File: src/rtl/lc3_mem_sched.sv
// Shares LC-3 single-ported memory between fetch and load/store; data wins ties unless LC3_MEM_SCHED_RR_EN selects round-robin.
// Latency: request sampled at edge k, ack in cycle k+WAIT_CYCLES+1; one access per WAIT_CYCLES+3 cycles.
// Backpressure: requesters hold req/addr/we/wdata until ack; inputs are ignored outside IDLE.
module lc3_mem_sched #(
    parameter int unsigned WAIT_CYCLES = 1
) (
    input  logic        clk,
    input  logic        rst_n,
    input  logic        f_req,
    input  logic [15:0] f_addr,
    output logic        f_ack,
    input  logic        d_req,
    input  logic        d_we,
    input  logic [15:0] d_addr,
    input  logic [15:0] d_wdata,
    output logic        d_ack,
    output logic [15:0] rdata,
    output logic        mem_en,
    output logic        mem_we,
    output logic [15:0] mem_addr,
    output logic [15:0] mem_din,
    input  logic [15:0] mem_dout,
    output logic        busy,
    output logic        gnt_d
);

    localparam logic [1:0] S_IDLE   = 2'd0;
    localparam logic [1:0] S_ACCESS = 2'd1;
    localparam logic [1:0] S_DONE   = 2'd2;
    localparam logic [3:0] WAIT_INIT = 4'(WAIT_CYCLES);

    logic [1:0] state;
    logic [3:0] cnt;
    logic       grant_d;

    // gnt_d doubles as the round-robin pointer: 0 = fetch granted last.
    always_comb begin
        grant_d = 1'b0;
`ifdef LC3_MEM_SCHED_RR_EN
        grant_d = d_req && (!f_req || !gnt_d);
`else
        grant_d = d_req;
`endif
    end

    always_ff @(posedge clk or negedge rst_n) begin
        if (!rst_n) begin
            state    <= S_IDLE;
            cnt      <= 4'd0;
            f_ack    <= 1'b0;
            d_ack    <= 1'b0;
            rdata    <= 16'h0000;
            mem_en   <= 1'b0;
            mem_we   <= 1'b0;
            mem_addr <= 16'h0000;
            mem_din  <= 16'h0000;
            busy     <= 1'b0;
            gnt_d    <= 1'b0;
        end else begin
            case (state)
                S_IDLE: begin
                    f_ack <= 1'b0;
                    d_ack <= 1'b0;
                    if (f_req || d_req) begin
                        gnt_d    <= grant_d;
                        mem_addr <= grant_d ? d_addr : f_addr;
                        if (grant_d) mem_din <= d_wdata;
                        mem_we   <= grant_d & d_we;
                        mem_en   <= 1'b1;
                        cnt      <= WAIT_INIT;
                        busy     <= 1'b1;
                        state    <= S_ACCESS;
                    end
                end
                S_ACCESS: begin
                    if (cnt == 4'd0) begin
                        // mem_we still holds the latched op here: stores keep rdata.
                        if (!mem_we) rdata <= mem_dout;
                        mem_en <= 1'b0;
                        mem_we <= 1'b0;
                        d_ack  <= gnt_d;
                        f_ack  <= !gnt_d;
                        state  <= S_DONE;
                    end else begin
                        cnt <= cnt - 4'd1;
                    end
                end
                S_DONE: begin
                    f_ack <= 1'b0;
                    d_ack <= 1'b0;
                    busy  <= 1'b0;
                    state <= S_IDLE;
                end
                default: state <= S_IDLE;
            endcase
        end
    end

endmodule

File: config.mk
export PLATFORM = sky130hd
export DESIGN_NAME = lc3_mem_sched
export DESIGN_NICKNAME = d
export VERILOG_FILES = /design/src/rtl/lc3_mem_sched.sv
export SDC_FILE = /design/constraint.sdc
export NUM_CORES = 1
export LEC_CHECK = 0
export CORE_ASPECT_RATIO = 0.7
export CORE_MARGIN = 1.5
export CORE_UTILIZATION = 41
export CTS_CLUSTER_DIAMETER = 200
export DETAILED_ROUTE_END_ITERATION = 8
export GPL_TIMING_DRIVEN = 0
export PLACE_DENSITY = 0.81
export SLEW_MARGIN = 20
export SYNTH_ARGS = -nofsm -noshare
export SYNTH_HDL_FRONTEND = slang
export SYNTH_SLANG_ARGS = --single-unit
File: constraint.sdc
create_clock -name clk -period 3 [get_ports clk]
set_clock_uncertainty 0.05 [all_clocks]
set_input_delay 0.45 -clock clk [delete_from_list [all_inputs] [get_ports clk]]
set_output_delay 0.45 -clock clk [all_outputs]
set_load 0.05 [all_outputs]
Word-level counts from Yosys, hierarchy flattened
Cells that the tools add are included.
- output and inout port bits: 54
- register bits: 60
- bitwise logic cells: 2
- eq/ne operators: 5
- add/sub/neg operators: 1
- mux-type cells: 17
- reductions and logical operators: 16
- operator list (operator ; number):
    16-bit two-way mux ; 1
    3-bit AND reduction ; 4
    1-bit case mux with 2 select lines ; 5
    4-bit two-way mux ; 2
    4-bit case mux with 2 select lines ; 1
    2-bit AND reduction ; 4
    2-bit != test, second input constant ; 3
    2-bit nonzero test ; 3
    1-bit two-way mux ; 5
    4-bit zero test ; 1
    2-bit two-way mux ; 2
    2-bit case mux with 2 select lines ; 1
    4-bit by 1-bit subtractor with 4-bit output, second input constant ; 1
    2-bit by 1-bit == test with 1-bit output, second input constant ; 1
    2-bit == test, second input constant ; 1
    2-bit zero test ; 1
    2-bit OR reduction ; 1
    1-bit AND ; 1
    1-bit zero test ; 1
    1-bit logical OR ; 1
    1-bit NOT ; 1

Logic depth before layout (Yosys ltp)
- depth after elaboration: 4
- gate-level depth with buffers: 7

Least setup slack after synthesis
Ideal clock, no wire load.
- path type: register to register
- start point: register cnt[0]
- end point: register rdata[10]
- cell stages (with the launch flop): 8
- buffers on the path: 2
- arrival: 1.946 ns
- setup time: 0.125 ns
- setup slack: 0.879 ns
- path through: dfrtp_1 > inv_1 > ha_1 > or3b_4 > or3_1 > buf_6 > buf_12 > mux2_4
- word-level cells in the longest chain between the ends: 2
- RTL lines (item ; RTL line ; RTL):
    start: declaration ; 33 ; logic [3:0] cnt;
    start signal: assignment ; 85 ; cnt <= cnt - 4'd1;
    4-bit zero test ; 76 ; if (cnt == 4'd0) begin
    3-bit AND reduction (no line) ; - ;
    end signal: assignment ; 78 ; if (!mem_we) rdata <= mem_dout;
    end: declaration ; 17 ; output logic [15:0] rdata,
No other way between the ends.
A chain may end at the register's enable or synchronous reset.

Final worst setup path
- start point: input d_req
- end point: register mem_addr[12]
- word-level cells in the longest chain between the ends: 2
- elaborated cells on any way between the ends: 3
- RTL lines (item ; RTL line ; RTL):
    start: declaration ; 12 ; input logic d_req,
    1-bit logical OR ; 64 ; if (f_req || d_req) begin
    2-bit AND reduction (no line) ; - ;
    end signal: assignment ; 66 ; mem_addr <= grant_d ? d_addr : f_addr;
    end: declaration ; 20 ; output logic [15:0] mem_addr,
Several ways; a longest one is shown, not always the timed one.

==> reports/qor.log <==
INFO  synth          synth.yosys.seq_area_share=58.28%
INFO  sta            worst_slack=0.4890ns
INFO  floorplanning  die_area=6776squm
INFO  sta            final_hold_viol_count=0
INFO  clock_tree     cts_made_buffers=9
INFO  final_layout   antenna_cells=0
INFO  final_layout   number_of_fill_cells_in_the_layout=467
INFO  worst_setup_path reg2reg_from=cnt[0]$_DFFE_PN0P_
INFO  sta            timing.final.max_slew_violations=0
INFO  floorplanning  ios=123
INFO  synth          yosys.area.top_type=dfrtp_1
INFO  drt            drt-vias-per-instance=4.918
INFO  floorplanning  floorplan.rows=23
INFO  hold_path      worstHoldPathType=in -> async
INFO  worst_setup_path path_class=in -> reg
INFO  sta            max_slew.worst_pin.slew=1.021ns
INFO  floorplanning  effective_utilization_at_floorplan=43.67%
INFO  final_layout   areaGrowthSynthToFinish=58.48%
INFO  worst_setup_path cp_cell_sequence=clkdlybuf4s50_1, buf_2, nor2_1, nor3_1, clkbuf_1, a21oi_1
INFO  drt            drt-pass1-iter-count=4
INFO  worst_setup_path critical_path.startpoint_type=input port
INFO  sta            finalCritPeriodShare=83.70%
INFO  drt            detailedRoute.firstIterationViolations=69
INFO  synth          ys_ff_latch=60
INFO  place          place_worst_setup_slack=0.1278ns
INFO  drt            wl=6161um
INFO  final_layout   final_net_count=406
INFO  floorplanning  dieHeight=69.32um
INFO  clock_tree     post_cts_repair_resize_count=0
INFO  synth          post_synth_num_cell_types=30
INFO  clock_tree     insertion_delay=0.33ns
INFO  synth          synth.top_cells.by_area=dfrtp_1 (58%), mux2_2 (9.6%), a21oi_1 (6.8%), mux2i_1 (6.6%), mux2_4 (5.8%)
INFO  synth          synthesis.instances=200
INFO  drt            wl_per_cell=14.92um
INFO  worst_setup_path regToRegEndpoint=rdata[5]$_DFFE_PN0P_
INFO  sta            fmax=0.3983GHz
INFO  worst_setup_path cpPeakStageDelay=0.79ns
INFO  place          place_hpwl=4548um
INFO  clock_tree     ctsRootBufferMaster=clkbuf_8
INFO  drt            route.antenna.remaining_nets=0
INFO  synth          mappedNetlistArea=2576squm
INFO  job            cap_violations=0
INFO  global_route   first_global_vias=2138
INFO  place          placedInstanceArea=3916squm
INFO  synth          post_synth.cell_area_avg=12.88squm
INFO  global_route   grt_start_max_net_pins=58
INFO  worst_setup_path arrival=2.65ns
INFO  floorplanning  die_width=97.75um
INFO  power_and_ir_drop total_leakage_power=1.773nW
INFO  worst_setup_path path_buf_inv=3
INFO  worst_setup_path cp_num_cells=6
INFO  global_route   antenna_violations_before_repair=0
INFO  drt            routed_vias=2031
INFO  worst_setup_path critical_path_required=3.14ns
INFO  worst_setup_path ff2ff_path_depth=7
INFO  place          numPortBuffers=122
INFO  sta            final.hold.worst_slack=0.4130ns
INFO  worst_setup_path reg2reg_slack=0.76ns
INFO  power_and_ir_drop worst_ir_drop_vdd=0.7346mV
INFO  power_and_ir_drop powerDensity=1254nW/um^2
INFO  worst_setup_path critPathMaxFanout=10
INFO  status         outcome=finished clean
INFO  floorplanning  core_area=5899squm
INFO  sta            final_setup_violation_count=0
INFO  clock_tree     clock_sink_count=60
INFO  synth          ys.warnings.count=0
INFO  drt            detail_route.drc_violations=0
INFO  final_layout   stdcell_area=4083squm
INFO  clock_tree     worst_setup_hold_path_clk_slew=0.06ns
INFO  place          globalplace.congestion=0.8107
INFO  global_route   groute.usage.overall=19.91%
INFO  global_route   grt_first_pass_wirelength=10670um
INFO  worst_setup_path critPathTopFamily=buffers and inverters
INFO  final_layout   final_layout_size_suffix_gt1_share=16.57%
INFO  clock_tree     cts_htree_levels=3
INFO  synth          post_synthesis_net_count=271
INFO  final_layout   leading_cell_types_in_the_layout_fill_and_taps_excluded=clkdlybuf4s50_1 (121), dfrtp_1 (60), a21oi_1 (35), mux2_2 (22), mux2i_1 (17)
INFO  synth          netlist.area_leader.share=58.28%
INFO  sta            rsz0062_at_grt=false
INFO  global_route   grt_overflow_total=0
INFO  clock_tree     maximum_clock_insertion_buffer_count=2
INFO  clock_tree     tritoncts=done
INFO  sta            timing.max_slew.rel_slack=31.41%
INFO  worst_setup_path endpoint_kind=flip-flop
INFO  final_layout   mostFrequentLayoutCell=clkdlybuf4s50_1
INFO  sta            period_minus_slack=2.511ns
INFO  worst_setup_path crit_slowest_cell=nor3_1
## metrics by stage
stage	total power [W]	util, %	instances	setup TNS, ns
final	0.005120	69.20	413	0
after floorplan	0.003512	-	200	0
after global routing	0.005406	69.20	413	0
after global placement	0.004492	65.96	397	-27.31
after CTS	0.005171	69.20	413	0
after detailed placement	0.004560	66.38	398	0
## worst reg2reg max path, stage by stage (launching register included)
cell and delay (ns):
dfrtp_1 0.39, inv_1 0.10, ha_1 0.20, or3b_4 0.41
or3_1 0.37, buf_6 0.15, buf_12 0.15, mux2_4 0.30
## worst max path at each step
stage,start,endpoint
2_1_floorplan,cnt[0]$_DFFE_PN0P_,rdata[10]$_DFFE_PN0P_
3_3_place_gp,rst_n,rdata[3]$_DFFE_PN0P_
3_5_place_dp,d_req,mem_addr[12]$_DFFE_PN0P_
4_1_cts,d_req,mem_addr[12]$_DFFE_PN0P_
5_1_grt,d_req,mem_addr[12]$_DFFE_PN0P_
6_report,d_req,mem_addr[12]$_DFFE_PN0P_
## synth_stat cells
cell / number
or2_2: 1
or3b_4: 1
ha_1: 2
a2bb2oi_1: 1
nand3_1: 1
a31o_2: 1
mux2i_1: 17
mux2_2: 22
buf_2: 3
or3_1: 1
nor2_1: 3
o21ai_0: 4
buf_12: 1
clkbuf_1: 7
inv_1: 5
nand2b_1: 1
o211ai_1: 2
or4_2: 1
nor2b_1: 2
buf_1: 1
nor3_1: 6
mux2_4: 10
a21o_1: 2
and2_1: 1
nor3b_1: 1
a21oi_1: 35
nand2_1: 6
dfrtp_1: 60
a32o_1: 1
buf_6: 1
## where the power goes
| group | total (W) | switching, W | internal, W |
|---|---|---|---|
| sequential | 0.00143 | 0.000214 | 0.00121 |
| clock | 0.000587 | 0.000279 | 0.000308 |
| combinational | 0.00311 | 0.00192 | 0.00119 |
## sequential cells by signal, summed over array words and instances (netlist names)
| register | flops |
|---|---|
| state | 2 |
| busy | 1 |
| gnt_d | 1 |
| cnt | 4 |
| mem_din | 16 |
| d_ack | 1 |
| mem_we | 1 |
| f_ack | 1 |
| mem_addr | 16 |
| rdata | 16 |
| mem_en | 1 |
## cell type report
type                            instances  area (sq um)  share of cell area [%]
Multi-Input combinational cell        122         979.7                   24.00
Sequential cell                        60          1501                   36.78
Clock inverter                          3         15.01                  0.3678
Buffer                                 13         76.32                   1.869
Timing Repair Buffer                  124          1256                   30.77
Clock buffer                           11         141.4                   3.463
Tap cell                               75         93.84                   2.298
Inverter                                5         18.77                  0.4597
## what timing repair did
item / 4_1_cts / 5_1_grt
endpoints found under the hold margin: 3 / 0
setup buffers: 0 / 0
hold buffers: 1 / 0
## per-layer routing
| layer | global-route usage (%) | up-vias | part of all wire (%) |
|---|---|---|---|
| li1 | - | 976 | - |
| met1 | 25.28 | 962 | 45 |
| met2 | 31.10 | 83 | 46 |
| met3 | 8.065 | 10 | 8.4 |
| met4 | 6.667 | 0 | 1.2 |
| met5 | 0 | - | 0 |
## cell families (layout without fill, tap and decap cells)
group | after synthesis | after routing | synth area share (%)
AOI/OAI and AO/OA | 46 | 46 | 9.810
adders and majority gates | 2 | 2 | 0.9712
buffers and inverters | 18 | 156 | 3.691
DFF | 60 | 60 | 58.28
muxes | 49 | 49 | 22.05
and+or+nand+nor | 25 | 25 | 5.197
(Power assumes the default switching activity.)
